`src/rtl/key_trig_pkg.sv`:
```
// Shared FSM state type and key-level helper for the key_trig debouncer.
package key_trig_pkg;

    typedef enum logic [1:0] {
        IDLE  = 2'd0,
        P_DEB = 2'd1,
        HELD  = 2'd2,
        R_DEB = 2'd3
    } state_e;

    // Idle (released) level of the raw key for a given active level.
    function automatic logic key_released(input logic key_act);
        return ~key_act;
    endfunction

endpackage

```
`src/rtl/key_trig_if.sv`:
```
// Key input / trigger output bundle; master drives the key, slave is the debouncer.
interface key_trig_if;
    logic key_in;
    logic en;
    logic key_state;

    modport master (output key_in, input en, input key_state);
    modport slave  (input key_in, output en, output key_state);
endinterface

```
`src/rtl/key_trig_sync_2ff.sv`:
```
// Two-flop synchroniser with a parameterised reset level.
module sync_2ff #(
    parameter logic RST_VAL = 1'b0
) (
    input  logic clk,
    input  logic rst,
    input  logic d,
    output logic q
);

    logic meta_q, meta_d;
    logic sync_q, sync_d;

    always_comb begin
        meta_d = d;
        sync_d = meta_q;
    end

    always_ff @(posedge clk) begin
        if (rst) begin
            meta_q <= RST_VAL;
            sync_q <= RST_VAL;
        end else begin
            meta_q <= meta_d;
            sync_q <= sync_d;
        end
    end

    assign q = sync_q;

endmodule

```
`src/rtl/key_trig.sv`:
```
// Debounced key-press trigger: one registered en pulse per accepted press plus a debounced level.
// Optional auto-repeat while held is enabled by defining AUTO_REPEAT_EN.
module key_trig
    import key_trig_pkg::*;
#(
    parameter int unsigned DEB_CYC    = 1_000_000,
    parameter logic        KEY_ACT    = 1'b0,
    parameter int unsigned REPEAT_DLY = 25_000_000,
    parameter int unsigned REPEAT_CYC = 5_000_000
) (
    input logic       clk,
    input logic       rst,
    key_trig_if.slave kif
);

    localparam int unsigned CNT_W = (DEB_CYC < 2) ? 1 : $clog2(DEB_CYC);
    localparam logic [CNT_W-1:0] CNT_LAST = CNT_W'(DEB_CYC - 1);

    if (DEB_CYC < 2 || REPEAT_DLY < 1 || REPEAT_CYC < 1) begin : g_bad_param
        $error("key_trig: DEB_CYC must be >= 2 and repeat periods >= 1");
    end

    logic   sync_key;
    logic   pressed;

    state_e           state_q, state_d;
    logic [CNT_W-1:0] cnt_q, cnt_d;
    logic             en_q, en_d;
    logic             key_state_q, key_state_d;

    sync_2ff #(
        .RST_VAL(key_released(KEY_ACT))
    ) u_sync (
        .clk(clk),
        .rst(rst),
        .d  (kif.key_in),
        .q  (sync_key)
    );

    assign pressed = (sync_key == KEY_ACT);

`ifdef AUTO_REPEAT_EN
    localparam int unsigned REP_MAX = (REPEAT_DLY > REPEAT_CYC) ? REPEAT_DLY : REPEAT_CYC;
    localparam int unsigned REP_W   = (REP_MAX < 2) ? 1 : $clog2(REP_MAX);
    localparam logic [REP_W-1:0] DLY_LAST = REP_W'(REPEAT_DLY - 1);
    localparam logic [REP_W-1:0] CYC_LAST = REP_W'(REPEAT_CYC - 1);

    logic [REP_W-1:0] rep_cnt_q, rep_cnt_d;
    logic             rep_phase_q, rep_phase_d;
`endif

    always_comb begin
        state_d     = state_q;
        cnt_d       = cnt_q;
        en_d        = 1'b0;
        key_state_d = key_state_q;

        case (state_q)
            IDLE: begin
                if (pressed) state_d = P_DEB;
            end
            P_DEB: begin
                if (!pressed) begin
                    state_d = IDLE;
                end else if (cnt_q == CNT_LAST) begin
                    state_d     = HELD;
                    en_d        = 1'b1;
                    key_state_d = 1'b1;
                end
            end
            HELD: begin
                if (!pressed) state_d = R_DEB;
            end
            R_DEB: begin
                if (pressed) begin
                    state_d = HELD;
                end else if (cnt_q == CNT_LAST) begin
                    state_d     = IDLE;
                    key_state_d = 1'b0;
                end
            end
            default: state_d = IDLE;
        endcase

        if (state_d != state_q) begin
            cnt_d = '0;
        end else if (state_q == P_DEB || state_q == R_DEB) begin
            cnt_d = cnt_q + 1'b1;
        end

`ifdef AUTO_REPEAT_EN
        rep_cnt_d   = rep_cnt_q;
        rep_phase_d = rep_phase_q;
        // Repeat timing only advances across cycles that stay in HELD; any entry or exit restarts the delay phase.
        if (state_q == HELD && state_d == HELD) begin
            if (rep_cnt_q == (rep_phase_q ? CYC_LAST : DLY_LAST)) begin
                en_d        = 1'b1;
                rep_cnt_d   = '0;
                rep_phase_d = 1'b1;
            end else begin
                rep_cnt_d = rep_cnt_q + 1'b1;
            end
        end else begin
            rep_cnt_d   = '0;
            rep_phase_d = 1'b0;
        end
`endif
    end

    always_ff @(posedge clk) begin
        if (rst) begin
            state_q     <= IDLE;
            cnt_q       <= '0;
            en_q        <= 1'b0;
            key_state_q <= 1'b0;
`ifdef AUTO_REPEAT_EN
            rep_cnt_q   <= '0;
            rep_phase_q <= 1'b0;
`endif
        end else begin
            state_q     <= state_d;
            cnt_q       <= cnt_d;
            en_q        <= en_d;
            key_state_q <= key_state_d;
`ifdef AUTO_REPEAT_EN
            rep_cnt_q   <= rep_cnt_d;
            rep_phase_q <= rep_phase_d;
`endif
        end
    end

    assign kif.en        = en_q;
    assign kif.key_state = key_state_q;

endmodule
```
`src/flat_wrapper.sv`:
```
// flat-port wrapper written by rule: the top's interface ports become plain ports
module key_trig_flat import key_trig_pkg::*;
#(
    parameter int unsigned DEB_CYC    = 1_000_000,
    parameter logic        KEY_ACT    = 1'b0,
    parameter int unsigned REPEAT_DLY = 25_000_000,
    parameter int unsigned REPEAT_CYC = 5_000_000
)
  (clk, rst, kif_key_in, kif_en, kif_key_state);
  key_trig_if kif_i ();
  input logic clk;
  input logic rst;
  input wire logic [$bits(kif_i.key_in)-1:0] kif_key_in;
  output wire logic [$bits(kif_i.en)-1:0] kif_en;
  output wire logic [$bits(kif_i.key_state)-1:0] kif_key_state;
  assign kif_i.key_in = kif_key_in;
  assign kif_en = kif_i.en;
  assign kif_key_state = kif_i.key_state;
  key_trig #(.DEB_CYC(DEB_CYC), .KEY_ACT(KEY_ACT), .REPEAT_DLY(REPEAT_DLY), .REPEAT_CYC(REPEAT_CYC)) u_core (.clk(clk), .rst(rst), .kif(kif_i));
endmodule
```
`config.mk`:
```
export PLATFORM = sky130hd
export DESIGN_NAME = key_trig_flat
export DESIGN_NICKNAME = d
export VERILOG_FILES = /design/src/rtl/key_trig_pkg.sv /design/src/rtl/key_trig_if.sv /design/src/rtl/key_trig_sync_2ff.sv /design/src/rtl/key_trig.sv /design/src/flat_wrapper.sv
export SDC_FILE = /design/constraint.sdc
export NUM_CORES = 1
export LEC_CHECK = 0
export ABC_AREA = 1
export BUFFER_PORTS_ARGS = -buffer_cell sky130_fd_sc_hd__buf_4
export CORE_MARGIN = 2
export CORE_UTILIZATION = 60
export DETAILED_ROUTE_END_ITERATION = 6
export GPL_TIMING_DRIVEN = 0
export MAX_ROUTING_LAYER = met4
export PLACE_DENSITY = 0.85
export SETUP_SLACK_MARGIN = 0.4
export SLEW_MARGIN = 20
export SYNTH_ARGS = -nofsm -noshare
export SYNTH_HDL_FRONTEND = slang
export SYNTH_SLANG_ARGS = --single-unit
export TNS_END_PERCENT = 1
```
`constraint.sdc`:
```
create_clock -name clk -period 2.2 [get_ports clk]
set_input_delay 0.11 -clock clk [delete_from_list [all_inputs] [get_ports clk]]
set_output_delay 0.11 -clock clk [all_outputs]
set_load 0.01 [all_outputs]
```
==> metrics.yaml <==
clocking:
  cts_tree: "built"
  cts_resized: 0
  clock_latency_ns: 0.33
  htreeDepth: 1
  clock_path_buffers: 2
  root_buffer: "clkbuf_4"
  cts_made_buffers: 3
  clk_pin_slew_ns: 0.14
  cts_hold_repair.buffers: 3
  cts_sinks: 26
  post-cts-setup-buffer-count: 0
global_route:
  track_usage: 0.2408
  antenna_found_initial: 0
  grt_max_degree: 16
  grt-ovfl-total: 0
  grt_pass1_wl_um: 4664
  grt_pass1_vias: 1128
cells_and_area:
  multi_input_area_um2: 710.7
  regArea_um2: 520.5
  final_cell_mix: "33 x nand2_1, 27 x inv_1, 26 x dfxtp_1"
  final_common_cell: "nand2_1"
  finalNetCount: 189
  area.growth.synth_to_final_pct: 10.67
  num-fill-cells: 169
  drive_gt1_frac: 0.2554
  insertedDiodeCount: 0
yosys:
  ys_types: 25
  yosysWarnings: 0
  netlist_area_um2: 1384
  syn_avg_cell_area_um2: 7.999
  syn-instance-count: 173
  synth_nets: 177
  yosysSeqAreaShare: 0.3761
  synth_seq_cells: 26
flow_run:
  maxCapViolCount: 0
sta:
  hold_ws_ns: 0.4415
  max_slew.worst_pin.slew_ns: 0.2904
  hold_viol: 0
  post-route-min-period_ns: 1.614
  drv_slew: 0
  timing.final.crit_share: 0.7335
  setup_viol_count_final: 0
  setup-tns-final_ns: 0
  slew_headroom: 0.8049
  rsz0062_at_grt: "false"
  fmax_ghz: 0.6197
  fin_worst_skew_ns: 0.006167
worst_setup_path:
  start_kind: "flip-flop"
  worstPathMaxFanout: 10
  critPathRequiredTime_ns: 2.43
  cp-end-kind: "flip-flop"
  critical_path_class: "reg -> reg"
  crit_arrival_ns: 1.85
floorplan:
  io_pins: 5
  dieArea_um2: 2707
  fp.coreArea_um2: 2191
  row_count: 17
  die_y_um: 52.03
  die_width_um: 52.03
  start_util: 0.6316
power_and_ir_drop:
  combPwrFrac: 0.053
  irDropWorstVdd_mv: 0.5006
  p_per_area_nw_per_um2: 554.1
  p_leak_uw: 0.0006341
  seqPwrFrac: 0.560
  p_sw_uw: 168.1
  clkPwrFrac: 0.386
  swShare: 0.1980
  internal_power_uw: 680.5
detailed_routing:
  vias: 1067
  drc: 0
  drt_iter0_markers: 27
  drt_first_pass_iters: 4
  vias_per_cell: 5.033
  postRouteAntennaNets: 0
  detail_route.wl_per_cell_um: 11.68
  drt_wl_total_um: 2476
placed_design:
  place.gp.congestion: 0.9149
  dp_hpwl_um: 1834
  io_buffers: 4
outcome:
  status: "finished, final reports clean"
worst_hold_path:
  worstHoldPathType: "reg -> reg"
[final cells by class]
class	count	area share
Buffer	3	0.03105
Multi-Input combinational cell	116	0.4641
Tap cell	28	0.02288
Timing Repair Buffer	7	0.03922
Sequential cell	26	0.3399
Inverter	28	0.06863
Clock buffer	3	0.01471
Clock inverter	1	0.01961
[cells by family after synthesis]
| kind of cell | Yosys count | synth area share |
|---|---|---|
| AO/OA/AOI/OAI | 3 | 0.01266 |
| XOR/XNOR | 15 | 0.09494 |
| adder cells (fa/ha/maj) | 1 | 0.009040 |
| buffers and inverters | 31 | 0.1103 |
| flip-flops | 26 | 0.3761 |
| multiplexers | 1 | 0.007234 |
| AND/OR/NAND/NOR | 96 | 0.3897 |
[cell usage after synthesis]
cell type  instances  area, um^2
dfxtp_1           26       520.5
nor3_1             2       10.01
nand2_2            4       25.02
mux2i_1            1       10.01
nor2_1            12       45.04
xor2_1             7       61.31
nand3_1            8       40.04
nand2_4            3       33.78
nand2_1           33       123.9
nor2_4             3       33.78
xnor2_1            8       70.07
nand3_4            1       17.52
nor2_2            19       118.9
inv_1             27       101.4
or2_2              2       12.51
nand3b_1           1       7.510
ha_1               1       12.51
inv_2              1       3.750
nand3_2            2       20.02
buf_12             2       40.04
nor2_8             1       20.02
buf_4              1       7.510
o21ai_0            2       10.01
o21bai_1           1       7.510
nand4_1            5       31.28
[final timing paths]
path / startpoint / to / slack, ns / depth (start not counted)
worst min-delay path: u_core.u_sync.meta_q / u_core.u_sync.q / 0.44 / 1
worst max-delay path: u_core.cnt_q[0] / u_core.cnt_q[12] / 0.59 / 11
worst min register to register: u_core.u_sync.meta_q / u_core.u_sync.q / 0.44 / 1
worst max register to register: u_core.cnt_q[0] / u_core.cnt_q[12] / 0.59 / 11
[critical path, cell delays in order, from the launching register on]
cell and delay, ns:
dfxtp_1 0.42, ha_1 0.23, nand2_4 0.09, nor2_8 0.12, nand2_4 0.06, inv_2 0.06
nand3_4 0.09, nand2_2 0.09, nand2_2 0.07, nand2_4 0.09, buf_12 0.14, nor2_1 0.05
[sequential cells by signal, indices dropped and copies added (netlist names)]
signal                cells
u_core.cnt_q             20
u_core.u_sync.q           1
u_core.u_sync.meta_q      1
u_core.state_q            2
u_core.kif.key_state      1
u_core.kif.en             1
[per-layer routing]
layer,track usage,share of wire,vias up
met1,0.2550,0.40,498
li1,-,-,544
met5,-,0,-
met2,0.4409,0.55,20
met3,0.03448,0.035,5
met4,0.1053,0.016,0
[power groups by stage]
stage | Sequential, uW | Combinational [uW] | Clock, uW
finish | 475 | 45.3 | 328
global route | 476 | 49.2 | 345
CTS | 475 | 45.1 | 334
detailed placement | 486 | 41.0 | 0
global placement | 485 | 39.8 | 0
floorplan | 485 | 32.9 | 0
[through the flow]
| stage | total power, uW | worst slack [ns] | util | instance area (um^2) | instances |
|---|---|---|---|---|---|
| floorplan | 518.1 | 0.7736 | - | 1384 | 173 |
| global placement | 525.2 | 0.6902 | 0.6613 | 1449 | 205 |
| detailed placement | 526.7 | 0.5943 | 0.6613 | 1449 | 205 |
| CTS | 854.5 | 0.5745 | 0.6990 | 1531 | 212 |
| global route | 869.8 | 0.4934 | 0.6990 | 1531 | 212 |
| finish | 848.5 | 0.5862 | 0.6990 | 1531 | 212 |
(Power assumes the default switching activity.)
